**config.mk**
```make
export PLATFORM = sky130hd
export DESIGN_NAME = switch_debouncer
export DESIGN_NICKNAME = d
export VERILOG_FILES = /design/src/rtl/switch_debouncer.sv
export SDC_FILE = /design/constraint.sdc
export NUM_CORES = 1
export LEC_CHECK = 0
export CORE_UTILIZATION = 40
export CTS_CLUSTER_DIAMETER = 100
export DETAILED_ROUTE_END_ITERATION = 7
export GPL_ROUTABILITY_DRIVEN = 1
export SKIP_CTS_REPAIR_TIMING = 1
export SLEW_MARGIN = 20
export SYNTH_ARGS = -nofsm -noshare
export SYNTH_HDL_FRONTEND = slang
export SYNTH_SLANG_ARGS = --single-unit
export TNS_END_PERCENT = 1
```
**constraint.sdc**
```tcl
create_clock -name i_clk -period 2.2 [get_ports i_clk]
set_clock_uncertainty 0.1 [all_clocks]
set_input_delay 0.44 -clock i_clk [delete_from_list [all_inputs] [get_ports i_clk]]
set_output_delay 0.44 -clock i_clk [all_outputs]
set_load 0.03 [all_outputs]
```
**src/rtl/switch_debouncer.sv**
```systemverilog
// Two-channel switch conditioner. Each channel has a synchroniser, a stability counter,
// a registered debounced level, and one-cycle rise/fall strobes.
module switch_debouncer #(
  parameter int DEBOUNCE_LIMIT = 250000,
  parameter int SYNC_STAGES    = 2
) (
  input  logic i_clk,
  input  logic i_rst,
  input  logic i_switch_1_raw,
  input  logic i_switch_2_raw,
  output logic o_switch_1,
  output logic o_switch_2,
  output logic o_rise_1,
  output logic o_fall_1,
  output logic o_rise_2,
  output logic o_fall_2
);

  localparam int CNT_W = $clog2(DEBOUNCE_LIMIT);
  localparam logic [CNT_W-1:0] CNT_MAX = CNT_W'(DEBOUNCE_LIMIT - 1);

  logic [1:0] raw;
  assign raw = {i_switch_2_raw, i_switch_1_raw};

  for (genvar ch = 0; ch < 2; ch++) begin : g_ch
    logic [SYNC_STAGES-1:0] sync_q;
    logic [CNT_W-1:0]       cnt_q, cnt_d;
    logic                   lvl_q, lvl_d;
    logic                   rise_q, rise_d;
    logic                   fall_q, fall_d;
    logic                   s;

    assign s = sync_q[SYNC_STAGES-1];

    // Any cycle where the synced input matches the held level restarts the count.
    always_comb begin
      cnt_d  = '0;
      lvl_d  = lvl_q;
      rise_d = 1'b0;
      fall_d = 1'b0;
      if (s != lvl_q) begin
        if (cnt_q == CNT_MAX) begin
          lvl_d  = s;
          rise_d = s;
          fall_d = ~s;
        end else begin
          cnt_d = cnt_q + CNT_W'(1);
        end
      end
    end

    always_ff @(posedge i_clk or posedge i_rst) begin
      if (i_rst) begin
        sync_q <= '0;
        cnt_q  <= '0;
        lvl_q  <= 1'b0;
        rise_q <= 1'b0;
        fall_q <= 1'b0;
      end else begin
        sync_q <= {sync_q[SYNC_STAGES-2:0], raw[ch]};
        cnt_q  <= cnt_d;
        lvl_q  <= lvl_d;
        rise_q <= rise_d;
        fall_q <= fall_d;
      end
    end
  end

  assign o_switch_1 = g_ch[0].lvl_q;
  assign o_rise_1   = g_ch[0].rise_q;
  assign o_fall_1   = g_ch[0].fall_q;
  assign o_switch_2 = g_ch[1].lvl_q;
  assign o_rise_2   = g_ch[1].rise_q;
  assign o_fall_2   = g_ch[1].fall_q;

endmodule

```
# Yosys cells after proc, flatten, opt, wreduce, memory -nomap -nowiden
# Index checks and enable logic that the tools add are counted.
# classes
addsub,2
n_reduce_logical,2
n_bitwise,2
eq_ne,4
muxes,12
# ops
op,n
$mux W18,4
$add A18 B1 Y18 const B,2
$eq A18 B18 Y1 const B,2
$mux W1,8
$reduce_and A2 Y1,2
$ne A1 B1 Y1,2
$not A1 Y1,2
# totals
register_bits,46
in_bits,4
output_inout_bits,6
wordCells,32

# Logic depth before layout (Yosys ltp)
# Gate-level depths: netlist of run 1.
# logic_depth
word_depth,3
depth_mapped,5
mapped_depth_nobuf,5

# Worst setup path after synthesis of run 1
# No wires, ideal clock.
# synth_timing
path_kind,reg-to-reg
from,register g_ch[0].cnt_q[13]
to,register g_ch[0].lvl_q (netlist: o_switch_1)
slack_ps,18
period_less_slack_ps,2182
t_arrival_ps,1957
required_ps,1975
path_stages_with_launch,5
path_buffers,0
cell_sequence,dfrtp_1 or4b_1 or4_4 or2_4 mux2_4
# synth_via
elab_chain_len,2
# synth_rtl
element,line_no,source
from (decl),27,"logic [CNT_W-1:0] cnt_q, cnt_d;"
from (signal assigned),61,cnt_q <= cnt_d;
$eq A18 B18 Y1,42,if (cnt_q == CNT_MAX) begin
$reduce_and A2 Y1 (no line),n/a,
to (signal assigned),62,lvl_q <= lvl_d;
to (decl),28,"logic lvl_q, lvl_d;"
# Every way passes these cells.
# A chain may end at the register's enable or synchronous reset.

# Worst setup path after layout of run 1
# Same ends and word-level chain as after synthesis.

==> flow_metrics.env, run 1 <==
export IMPL_leftover_overflow_at_the_end_of_global_routing=0
export IMPL_final_cycle_utilization_of_the_critical_path_pct=99.75
export IMPL_grt_max_degree=47
export IMPL_insertedDiodeCount=0
export IMPL_rsz0062_at_grt="yes"
export IMPL_fmax_ghz=0.4557
export IMPL_multi_input_area_um2=927.1
export IMPL_cp_data_arrival_time_ns=2.28
export IMPL_p_per_area_nw_per_um2=572.7
export IMPL_worstSkewPairLatency_ns=0.29
export IMPL_run_status="finished clean"
export IMPL_layout_drive_gt1_share_pct=15.45
export IMPL_mostFrequentLayoutCells="dfrtp_1 (46), nor2_1 (38), xnor2_1 (23)"
export IMPL_worst_path_required_time_ns=2.28
export IMPL_tritoncts_num_buffers=5
export IMPL_synthDominantAreaCellType="dfrtp_1"
export IMPL_die_area_um2=5588
export IMPL_number_of_hold_violations_in_the_final_report=0
export IMPL_detail_route_vias_per_cell=5.050
export IMPL_grt_met2_usage_pct=23.12
export IMPL_rows=26
export IMPL_synth_largest_type_area_fraction_pct=54.37
export IMPL_netlist_top_cells_area="dfrtp_1 (54%), xnor2_1 (9.5%), nor2_1 (6.7%), xor2_1 (3.3%), nand3_1 (2.8%)"
export IMPL_area_growth_syn_to_layout_pct=18.68
export IMPL_met1_track_utilization_from_global_routing_pct=20.17
export IMPL_critical_path_startpoint_type="register"
export IMPL_pin_count=10
export IMPL_drt_iter0_markers=58
export IMPL_netlist_area_pre_place_um2=2117
export IMPL_period_needed_ns=2.195
export IMPL_number_of_h_tree_levels=2
export IMPL_mostFrequentLayoutCell="dfrtp_1"
export IMPL_placedCellCount=295
export IMPL_number_of_global_route_vias_before_repair=1398
export IMPL_postSynthNetCount=207
export IMPL_total_power_mw=1.439
export IMPL_antenna_found_initial=0
export IMPL_path_class="register to register"
export IMPL_max_cap_violations=0
export IMPL_tritoncts="done"
export IMPL_fp_coreArea_um2=5107
export IMPL_routed_wl_um=3778
export IMPL_worst_setup_path_end_kind="register"
export IMPL_grt_busiest_layer="met2"
export IMPL_post_route_drc_count=0
export IMPL_synth_distinct_cells=30
export IMPL_ir_worst_vdd_uv=411.2
export IMPL_ys_seq_area_share_pct=54.37
export IMPL_ant_nets=0
export IMPL_route_vias_total=1530
export IMPL_met3_usage_pct=4.284
export IMPL_sequential_area_um2=1151
export IMPL_clkSlewWorstSetupHoldPaths_ns=0.09
export IMPL_synthesis_instances=201
export IMPL_global_route_usage_total_pct=15.11
export IMPL_timing_worst_slew_pin_value_ns=0.3563
export IMPL_placed_wire_length_estimate_um=2649
export IMPL_timing_final_setup_violations=0
export IMPL_drt_first_pass_iters=4
export IMPL_cts_sinks=46
export IMPL_detail_route_wl_per_cell_um=12.47
export IMPL_grt_first_pass_wirelength_um=6361
export IMPL_final_fill_count=507
export IMPL_clock_root_buffer="clkbuf_8"
export IMPL_floorplan_die_width_um=74.75
export IMPL_headroom_to_the_max_slew_limit_pct=76.03
export IMPL_final_instance_count_excl_fill=303
export IMPL_worstPathMaxFanout=4
export IMPL_postSynthRegisterBits=46
export IMPL_r2r_setup_slack_ns=0.005
export IMPL_maximum_buffer_depth_of_the_clock_tree=2
export IMPL_starting_density_of_the_core_pct=41.45
export IMPL_design_final_nets=238
export IMPL_floorplan_die_height_um=74.75
export IMPL_report_final_slew_viol_count=0
export IMPL_portBuffers=9
export IMPL_place_congestion=0.8088
export IMPL_yosysWarnings=0
export IMPL_postSynthAreaPerCell_um2=10.53
export IMPL_cellLeakagePower_nw=1.020
export IMPL_classification_of_the_worst_slack_hold_path="register to register"
-- synth_stat cells, drive strengths merged --
| cell type | instances |
|---|---|
| xor2 | 8 |
| mux2 | 2 |
| o21ai | 1 |
| or4b | 1 |
| nand2b | 1 |
| nand2 | 8 |
| nor2 | 38 |
| nor3b | 5 |
| or4 | 9 |
| xnor2 | 23 |
| ha | 2 |
| o41ai | 1 |
| and3 | 3 |
| or2 | 3 |
| or2b | 1 |
| o31ai | 3 |
| inv | 7 |
| nand3 | 12 |
| or3 | 2 |
| buf | 2 |
| nor4 | 8 |
| nand4 | 9 |
| dfrtp | 46 |
| nor3 | 3 |
| a21oi | 3 |
-- final cells by class --
class | instances | area share [%]
repair buffers | 26 | 9.163
flip-flops and latches | 46 | 45.82
inverters | 7 | 1.046
clock buffers | 5 | 2.739
well taps | 70 | 3.486
multi-input cells | 146 | 36.90
clock inverters | 3 | 0.8466
-- routing by layer --
layer	routed length [um]	part of all wire, %
met1	1853	49
met2	1785	47
met3	91	2.4
met4	48	1.3
met5	0	0
-- kinds of logic after synthesis --
kind of cell / after synthesis / synth area share [%]
DFF: 46 / 54.37
and+or+nand+nor: 103 / 25.59
buffers and inverters: 9 / 1.832
AOI/OAI and AO/OA: 8 / 2.955
adders and majority gates: 2 / 1.182
xor gates and xnor gates: 31 / 12.83
muxes: 2 / 1.241
-- critical path, cell delays in order, from the launching register on --
cell,delay (ns)
dfrtp_1,0.38
or4b_1,0.52
or4_4,0.53
or2_4,0.26
mux2_4,0.29
-- worst paths after layout --
check / from / to / cells past startpoint
worst max-delay path: g_ch[0].cnt_q[13] / o_switch_1 / 4
worst min-delay path: g_ch[1].sync_q[0] / g_ch[1].sync_q[1] / 0
worst max register to register: g_ch[0].cnt_q[13] / o_switch_1 / 4
worst min register to register: g_ch[1].sync_q[0] / g_ch[1].sync_q[1] / 0
max in group asynchronous: i_rst / g_ch[0].cnt_q[6] / 3
min in group asynchronous: i_rst / o_fall_1 / 3
-- flip-flops by register name, summed over array words and instances, names as in the netlist --
register     cells
g_ch.cnt_q      36
g_ch.sync_q      4
o_switch_2       1
o_fall_2         1
o_rise_2         1
o_fall_1         1
o_rise_1         1
o_switch_1       1
-- report_power, final --
part           internal (mW)  total, mW  switching, mW  leakage [nW]
Combinational         0.0242     0.0591         0.0349         0.347
Sequential             0.857      0.869         0.0116         0.629
Clock                  0.223      0.511          0.288        0.0441
Total                   1.10       1.44          0.334          1.02
-- metrics by stage --
step	cell area, um2	utilization (%)	hold slack (ns)	TNS (ns)	setup slack, ns
6_report	2512	49.19	0.2553	0	0.005431
5_1_grt	2512	49.19	0.2748	-0.04810	-0.04810
4_1_cts	2512	49.19	0.2596	0	0.004546
3_5_place_dp	2422	47.43	0.2389	0	0.004760
3_3_place_gp	2422	47.43	0.2319	0	0.02051
2_1_floorplan	2117	-	0.2312	0	0.01774
No activity file was read; power rests on OpenSTA's default activity.
==> run 2: changes to the inputs <==
Settings changed: CTS_CLUSTER_DIAMETER 100 to default.
==> results of run 2 <==
The final DEF is identical to that of run 1; final timing and power are the same.
